## config.mk

```make
export PLATFORM = sky130hd
export DESIGN_NAME = sync_fifo_ctrl
export DESIGN_NICKNAME = d
export VERILOG_FILES = /design/src/rtl/sync_fifo_ctrl_pkg.sv /design/src/rtl/sync_fifo_skid.sv /design/src/rtl/sync_fifo_ctrl.sv
export SDC_FILE = /design/constraint.sdc
export NUM_CORES = 1
export LEC_CHECK = 0
export CAP_MARGIN = 20
export CELL_PAD_IN_SITES_DETAIL_PLACEMENT = 0
export CELL_PAD_IN_SITES_GLOBAL_PLACEMENT = 1
export CORE_MARGIN = 2
export CORE_UTILIZATION = 30
export DETAILED_ROUTE_END_ITERATION = 7
export PLACE_DENSITY_LB_ADDON = 0.3
export SLEW_MARGIN = 20
export SYNTH_ARGS = -nofsm -noshare
export SYNTH_HDL_FRONTEND = slang
export SYNTH_SLANG_ARGS = --single-unit
```

## constraint.sdc

```tcl
create_clock -name Clk -period 3 [get_ports Clk]
set_input_delay 0.6 -clock Clk [delete_from_list [all_inputs] [get_ports Clk]]
set_output_delay 0.6 -clock Clk [all_outputs]
set_load 0.02 [all_outputs]
```

## src/rtl/sync_fifo_ctrl_pkg.sv

```systemverilog
// Shared constants and sizing helpers for the sync_fifo_ctrl RAM sequencer.
// Optional Flush port is enabled by defining SYNC_FIFO_CTRL_FLUSH_EN.
package sync_fifo_ctrl_pkg;

    localparam int SKID_DEPTH    = 2;
    localparam int DEFAULT_DEPTH = 16;

    function automatic int addr_w(input int depth);
        return $clog2(depth);
    endfunction

    localparam int CNT_W = addr_w(DEFAULT_DEPTH) + 2;

endpackage

```

## src/rtl/sync_fifo_skid.sv

```systemverilog
// Two-entry register FIFO that absorbs the RAM's registered read data.
// Entry 0 is always the head, so the head output comes straight from a flop.
module sync_fifo_skid
    import sync_fifo_ctrl_pkg::*;
#(
    parameter int DataWidth = 64
) (
    input  logic                 clk_i,
    input  logic                 rst_ni,
    input  logic                 clear_i,
    input  logic                 push_i,
    input  logic [DataWidth-1:0] pushData_i,
    input  logic                 pop_i,
    output logic                 valid_o,
    output logic [DataWidth-1:0] head_o,
    output logic [1:0]           cnt_o
);

    logic [DataWidth-1:0] entry0_q, entry0_d;
    logic [DataWidth-1:0] entry1_q, entry1_d;
    logic [1:0]           cnt_q, cnt_d;

    // A simultaneous push and pop shifts entry 1 forward and refills behind it.
    always_comb begin
        entry0_d = entry0_q;
        entry1_d = entry1_q;
        cnt_d    = cnt_q;
        if (clear_i) begin
            cnt_d = 2'd0;
        end else begin
            case ({push_i, pop_i})
                2'b10: begin
                    if (cnt_q == 2'd0) begin
                        entry0_d = pushData_i;
                        cnt_d    = 2'd1;
                    end else if (cnt_q < 2'(SKID_DEPTH)) begin
                        entry1_d = pushData_i;
                        cnt_d    = cnt_q + 2'd1;
                    end
                end
                2'b01: begin
                    entry0_d = entry1_q;
                    cnt_d    = cnt_q - 2'd1;
                end
                2'b11: begin
                    if (cnt_q == 2'd2) begin
                        entry0_d = entry1_q;
                        entry1_d = pushData_i;
                    end else begin
                        entry0_d = pushData_i;
                        cnt_d    = 2'd1;
                    end
                end
                default: ;
            endcase
        end
    end

    always_ff @(posedge clk_i or negedge rst_ni) begin
        if (!rst_ni) begin
            entry0_q <= '0;
            entry1_q <= '0;
            cnt_q    <= 2'd0;
        end else begin
            entry0_q <= entry0_d;
            entry1_q <= entry1_d;
            cnt_q    <= cnt_d;
        end
    end

    assign valid_o = (cnt_q != 2'd0);
    assign head_o  = entry0_q;
    assign cnt_o   = cnt_q;

endmodule

```

## src/rtl/sync_fifo_ctrl.sv

```systemverilog
// Valid/ready FIFO controller around a dual-port RAM with a 1-cycle registered read.
// Define SYNC_FIFO_CTRL_FLUSH_EN to add the synchronous Flush input.
module sync_fifo_ctrl
    import sync_fifo_ctrl_pkg::*;
#(
    parameter  int DataWidth = 64,
    parameter  int Deepth    = 16,
    localparam int AW        = addr_w(Deepth)
) (
    input  logic                 Clk,
    input  logic                 Rst,
    input  logic                 InValid,
    output logic                 InReady,
    input  logic [DataWidth-1:0] InData,
    output logic                 OutValid,
    input  logic                 OutReady,
    output logic [DataWidth-1:0] OutData,
`ifdef SYNC_FIFO_CTRL_FLUSH_EN
    input  logic                 Flush,
`endif
    output logic                 RamWEnc,
    output logic [AW-1:0]        RamWAddr,
    output logic [DataWidth-1:0] RamWData,
    output logic                 RamREnc,
    output logic [AW-1:0]        RamRAddr,
    input  logic [DataWidth-1:0] RamRData,
    output logic                 Full,
    output logic                 Empty,
    output logic [AW+1:0]        Count
);

    logic [AW:0] wPtr_q, wPtr_d;
    logic [AW:0] rPtr_q, rPtr_d;
    logic        pending_q, pending_d;
    logic [AW:0] ramCnt;
    logic        ramFull;
    logic        flush;
    logic        pop;
    logic        push;
    logic        skidValid;
    logic [1:0]  skidCnt;
    logic [2:0]  skidOcc;

`ifdef SYNC_FIFO_CTRL_FLUSH_EN
    assign flush = Flush;
`else
    assign flush = 1'b0;
`endif

    assign ramCnt  = wPtr_q - rPtr_q;
    assign ramFull = (ramCnt == (AW+1)'(Deepth));

    assign InReady  = Rst && !ramFull && !flush;
    assign RamWEnc  = InValid && InReady;
    assign RamWAddr = wPtr_q[AW-1:0];
    assign RamWData = InData;

    assign OutValid = skidValid && !flush;
    assign pop      = OutValid && OutReady;
    assign push     = pending_q && !flush;

    // Only issue a read when the skid is guaranteed room once the data returns.
    assign skidOcc  = {1'b0, skidCnt} + {2'b00, pending_q};
    assign RamREnc  = Rst && !flush && (ramCnt != '0) &&
                      (skidOcc < (3'(SKID_DEPTH) + {2'b00, pop}));
    assign RamRAddr = rPtr_q[AW-1:0];

    always_comb begin
        wPtr_d    = wPtr_q + {{AW{1'b0}}, RamWEnc};
        rPtr_d    = rPtr_q + {{AW{1'b0}}, RamREnc};
        pending_d = RamREnc;
        if (flush) begin
            wPtr_d    = '0;
            rPtr_d    = '0;
            pending_d = 1'b0;
        end
    end

    always_ff @(posedge Clk or negedge Rst) begin
        if (!Rst) begin
            wPtr_q    <= '0;
            rPtr_q    <= '0;
            pending_q <= 1'b0;
        end else begin
            wPtr_q    <= wPtr_d;
            rPtr_q    <= rPtr_d;
            pending_q <= pending_d;
        end
    end

    sync_fifo_skid #(
        .DataWidth (DataWidth)
    ) uSkid (
        .clk_i      (Clk),
        .rst_ni     (Rst),
        .clear_i    (flush),
        .push_i     (push),
        .pushData_i (RamRData),
        .pop_i      (pop),
        .valid_o    (skidValid),
        .head_o     (OutData),
        .cnt_o      (skidCnt)
    );

    assign Count = {1'b0, ramCnt} + (AW+2)'(skidCnt) + (AW+2)'(pending_q);
    assign Empty = (Count == '0);
    assign Full  = Rst && !InReady;

endmodule

```

Word level (Yosys, flattened, before mapping) --
Index checks and enable logic that the tools add are counted. Widths: inputs -> output; s select.
Operators by class: add/sub/neg operators 9, reductions and logical operators 17, eq/ne operators 11, order comparisons 2, multiplexer cells 11
Operators by type and width (count):
- $mux 64 | 5
- $pmux 64 s3 | 1
- $pmux 64 s2 | 1
- $add 5x1->5 | 2
- $add 5x2->6 | 1
- $add 6x1->6 | 1
- $eq 2x2->1 const B | 3
- $logic_and 1x1->1 | 6
- $logic_not 6->1 | 1
- $mux 2 | 3
- $ne 2x1->1 const B | 3
- $pmux 2 s3 | 1
- $eq 5x5->1 const B | 1
- $reduce_bool 5->1 | 1
- $sub 5x5->5 | 1
- $ne 2x2->1 const B | 2
- $reduce_and 4->1 | 1
- $reduce_bool 2->1 | 2
- $add 2x1->3 | 1
- $add 2x1->3 const A | 1
- $lt 3x3->1 | 1
- $ne 3x1->1 const B | 1
- $reduce_and 3->1 | 1
- $reduce_bool 3->1 | 1
- 7 further kinds | 8
Word-level totals: bits of input ports 132, flip-flop bits (word level) 141, output and inout port bits 148, word-level logic and storage cells 56

Logic depth before layout (Yosys ltp) --
Gate-level depths: netlist of the first run.
depth in word-level cells 6, mapped depth 12

Modules after synthesis --
A second synthesis of the first run with hierarchy kept.
Second synthesis, totals: cell total of the unflattened synthesis 689, area, all modules 7170.6 µm²
By module, submodules not included:
- sync_fifo_skid | times used 1, seq. area each 3253.1 µm², area each 5794.3 µm², cells each 537
- sync_fifo_ctrl | times used 1, seq. area each 275.3 µm², area each 1376.3 µm², cells each 152

Least setup slack after synthesis of the first run --
OpenSTA, ideal clock, no wires.
path kind register -> output, start point reg wPtr_q[0], end point out Empty, slack -0.280 ns, buffers on the path 0, stages on the path, launching flop included 10, data arrival time 2.680 ns, required time 2.400 ns, path through dfrtp_1 inv_1 ha_1 inv_1 fa_1 ha_1 nor2b_1 o21ai_2 or4b_1 a2111oi_2
On the way: word-level cells in the longest chain between the ends 4
Ends and longest elaborated chain:
- start, declared | line sync_fifo_ctrl.sv:32 | logic [AW:0] wPtr_q, wPtr_d;
- start signal, assigned | line sync_fifo_ctrl.sv:85 | wPtr_q <= wPtr_d;
- $sub 5x5->5 | line sync_fifo_ctrl.sv:50 | assign ramCnt = wPtr_q - rPtr_q;
- $add 5x2->6 | line sync_fifo_ctrl.sv:105 | assign Count = {1'b0, ramCnt} + (AW+2)'(skidCnt) + (AW+2)'(pending_q);
- $add 6x1->6 | line sync_fifo_ctrl.sv:105
- $logic_not 6->1 | line sync_fifo_ctrl.sv:106 | assign Empty = (Count == '0);
- end, declared | line sync_fifo_ctrl.sv:28 | output logic Empty,
No other way between the ends.

Worst setup path in the final report of the first run --
Ends and elaborated chain as after synthesis.

==> impl_metrics.yaml, run 1 <==
floorplan:
  rows: 55
  dieHeight_um: 155
  boundaryPins: 280
  start_util: 0.304
  fp.coreArea_um2: 22400
  die-area_um2: 23900
  dieWidth_um: 155
clock_network:
  cts_buffer_depth: 2
  root_buffer: "clkbuf_16"
  path_clk_slew_ns: 0.06
  clkSinkCount: 141
  tritoncts: "built"
  cts_max_level: 4
  numCtsBuffers: 17
  ctsHoldBuffers: 0
  clock_latency_ns: 0.42
synth:
  synth_top_area_share: 0.518
  ys_seq_area_frac: 0.518
  synth_commonest_cells: "dfrtp_1, buf_4, o21ai_0"
  synth_warnings: 0
  synthArstFlopShare: 1.00
  synth_seq_cells: 141
  synth.most_common_cell: "dfrtp_1"
  syn-cell-area_um2: 6810
  synth_cell_types: 33
  synthesis.nets: 732
  synth_edf_count: 0
  synth.area.top_cells: "dfrtp_1, mux2_2, mux2i_1, buf_4, o21ai_0"
  syn_avg_cell_area_um2: 11.7
  synthCells: 584
  synthFlopType: "dfrtp_1"
  synth_top_area_cell: "dfrtp_1"
sta:
  hold_viol: 0
  maxSlewHeadroom: 0.462
  tightest_slew_ns: 0.801
  setup_viol: 9
  period_share: 1.21
  worst_slack_ns: -0.635
  post-route-min-period_ns: 3.64
  hold-worst-slack_ns: 0.213
  fmax_mhz: 275
  maxSlewViolCount: 0
  rsz0062_at_grt: "yes"
  setup_tns_ns: -1.91
  finalClockSkew_ns: 0.00859
critical_path:
  cp_slowest_stage_delay_ns: 0.50
  critPathArrivalTime_ns: 3.04
  path_delay_family: "adder cells"
  cp_slowest_cell: "fa_2"
  crit_path_end_kind: "primary output"
  critPathBufInv: 3
  cp_cell_sequence: "inv_1 -> ha_2 -> inv_2 -> fa_2 -> ha_4 -> nor2b_4 -> o21ai_2 -> or4b_4 -> a2111oi_4 -> buf_4"
  required_ns: 2.40
  start_kind: "flop"
  cp_max_fo: 3
  worstSetupPathType: "reg -> out"
place:
  gp_congestion: 0.801
  portBuffers: 151
  dpl_worst_slack_ns: -0.774
  place_hpwl_mm: 11.4
  dpl_cell_area_um2: 8410
grt:
  antenna_found_initial: 2
  grt_pass1_vias: 4913
  grt-ovfl-total: 0
  grt_max_degree: 73
  grtUsageMet3: 0.0602
  met1_usage: 0.171
  grt.total_usage: 0.140
  grt.busiest_layer: "met2"
  met2_usage: 0.220
  grt_first_pass_wirelength_mm: 26.2
run:
  drv_cap: 0
status:
  violations: "setup timing"
  status: "finished with violations"
cells_and_area:
  synthToLayoutAreaGrowth_pct: 35.8
  drive_gt1_frac: 0.252
  nNetsFinal: 848
  final_area_um2: 9250
detailed_routing:
  routedWlPerCell_um: 16.4
  drt_iter0_drc: 174
  vias: 4606
  postRouteAntennaNets: 0
  routed_wl_mm: 16.4
  remaining_drc_errors: 0
  vias_per_cell: 4.61
  drtPass1Iterations: 4
worst_hold_path:
  min-delay-path-class: "in -> async"
power_and_ir_drop:
  p_leak_nw: 3.95
  ir_drop_v: 0.00106
  p_per_area_nw_per_um2: 1360
[what timing repair did]
item | in CTS | in global routing
endpoints found under the setup margin | 10 | 10
pin swaps | 4 | 4
resized for setup | 83 | 14
setup buffers | 3 | 4
[logic make-up (layout without fill, tap and decap cells)]
| family | Yosys count | count (layout) | share of synthesized area |
|---|---|---|---|
| other | 0 | 1 | 0 |
| buffers and inverters | 113 | 242 | 0.105 |
| adder cells (fa/ha/maj) | 16 | 16 | 0.0327 |
| AO/OA/AOI/OAI | 85 | 85 | 0.0696 |
| flip-flops | 141 | 141 | 0.518 |
| XOR/XNOR | 13 | 13 | 0.0178 |
| multiplexers | 129 | 129 | 0.201 |
| AND/OR/NAND/NOR | 87 | 87 | 0.0558 |
[power breakdown]
group          switching, mW  internal, mW  leakage [nW]
Sequential             0.512          2.86          1.71
Clock                  0.899          1.28         0.299
Combinational           3.45          3.61          1.94
[cell usage in the layout (no fill, tap or decap), drive strengths merged, types with 2 or more instances in the layout]
| cell | instances |
|---|---|
| nor3b | 2 |
| clkdlybuf4s50 | 140 |
| o21ai | 69 |
| inv | 22 |
| mux2 | 64 |
| fa | 3 |
| o21a | 2 |
| ha | 13 |
| nor3 | 5 |
| a32oi | 2 |
| nor2b | 3 |
| bufinv | 2 |
| a31oi | 3 |
| nand2 | 66 |
| buf | 57 |
| mux2i | 65 |
| nand3 | 4 |
| a21o | 2 |
| a21oi | 4 |
| xnor2 | 7 |
| dfrtp | 141 |
| clkbuf | 18 |
| clkinv | 2 |
| nand2b | 2 |
| xor2 | 6 |
[sequential cells by signal, summed over array words and instances, names as in the netlist]
signal / flops
rPtr_q: 5
pending_q: 1
uSkid.entry1_q: 64
wPtr_q: 5
uSkid.cnt_o: 2
uSkid.head_o: 64
[per-stage QoR]
step / instances / power, mW / utilization
after CTS: 996 / 12.6 / 0.409
after global placement: 961 / 9.52 / 0.375
after floorplan: 584 / 7.09 / -
after detailed placement: 961 / 9.71 / 0.375
final: 999 / 12.6 / 0.412
after global routing: 998 / 13.5 / 0.412
[cell type report]
class	count	area, µm²
Fill cell	2111	13200
Sequential cell	141	3530
Multi-Input combinational cell	330	2780
Timing Repair Buffer	197	1920
Clock buffer	18	439
Tap cell	285	357
Clock inverter	14	171
Inverter	13	48.8
Antenna cell	1	2.50
[final timing paths]
check | start | to | slack (ns) | depth (start not counted)
setup / recovery | wPtr_q[0] | Empty | -0.64 | 10
hold / removal | Rst | uSkid.entry1_q[46] | 0.21 | 2
setup reg to reg | wPtr_q[0] | rPtr_q[4] | 0.06 | 16
hold reg to reg | uSkid.head_o[16] | uSkid.head_o[16] | 0.48 | 2
max in group asynchronous | Rst | uSkid.cnt_o[0] | 1.72 | 3
min in group Clk | uSkid.head_o[16] | uSkid.head_o[16] | 0.48 | 2
[layer usage]
| layer | vias up | part of all wire |
|---|---|---|
| met2 | 149 | 0.46 |
| met3 | 42 | 0.083 |
| met1 | 2245 | 0.43 |
| met4 | 2 | 0.022 |
| met5 | - | 0.00079 |
| li1 | 2168 | - |
Note: power is estimated with default switching activity, not from simulation.
==> run 2: changes to the inputs <==
ABC_CLOCK_PERIOD_IN_PS = 3000   (was not set)
==> results of run 2 <==
No change in the layout: final DEF, timing and power equal those of run 1.
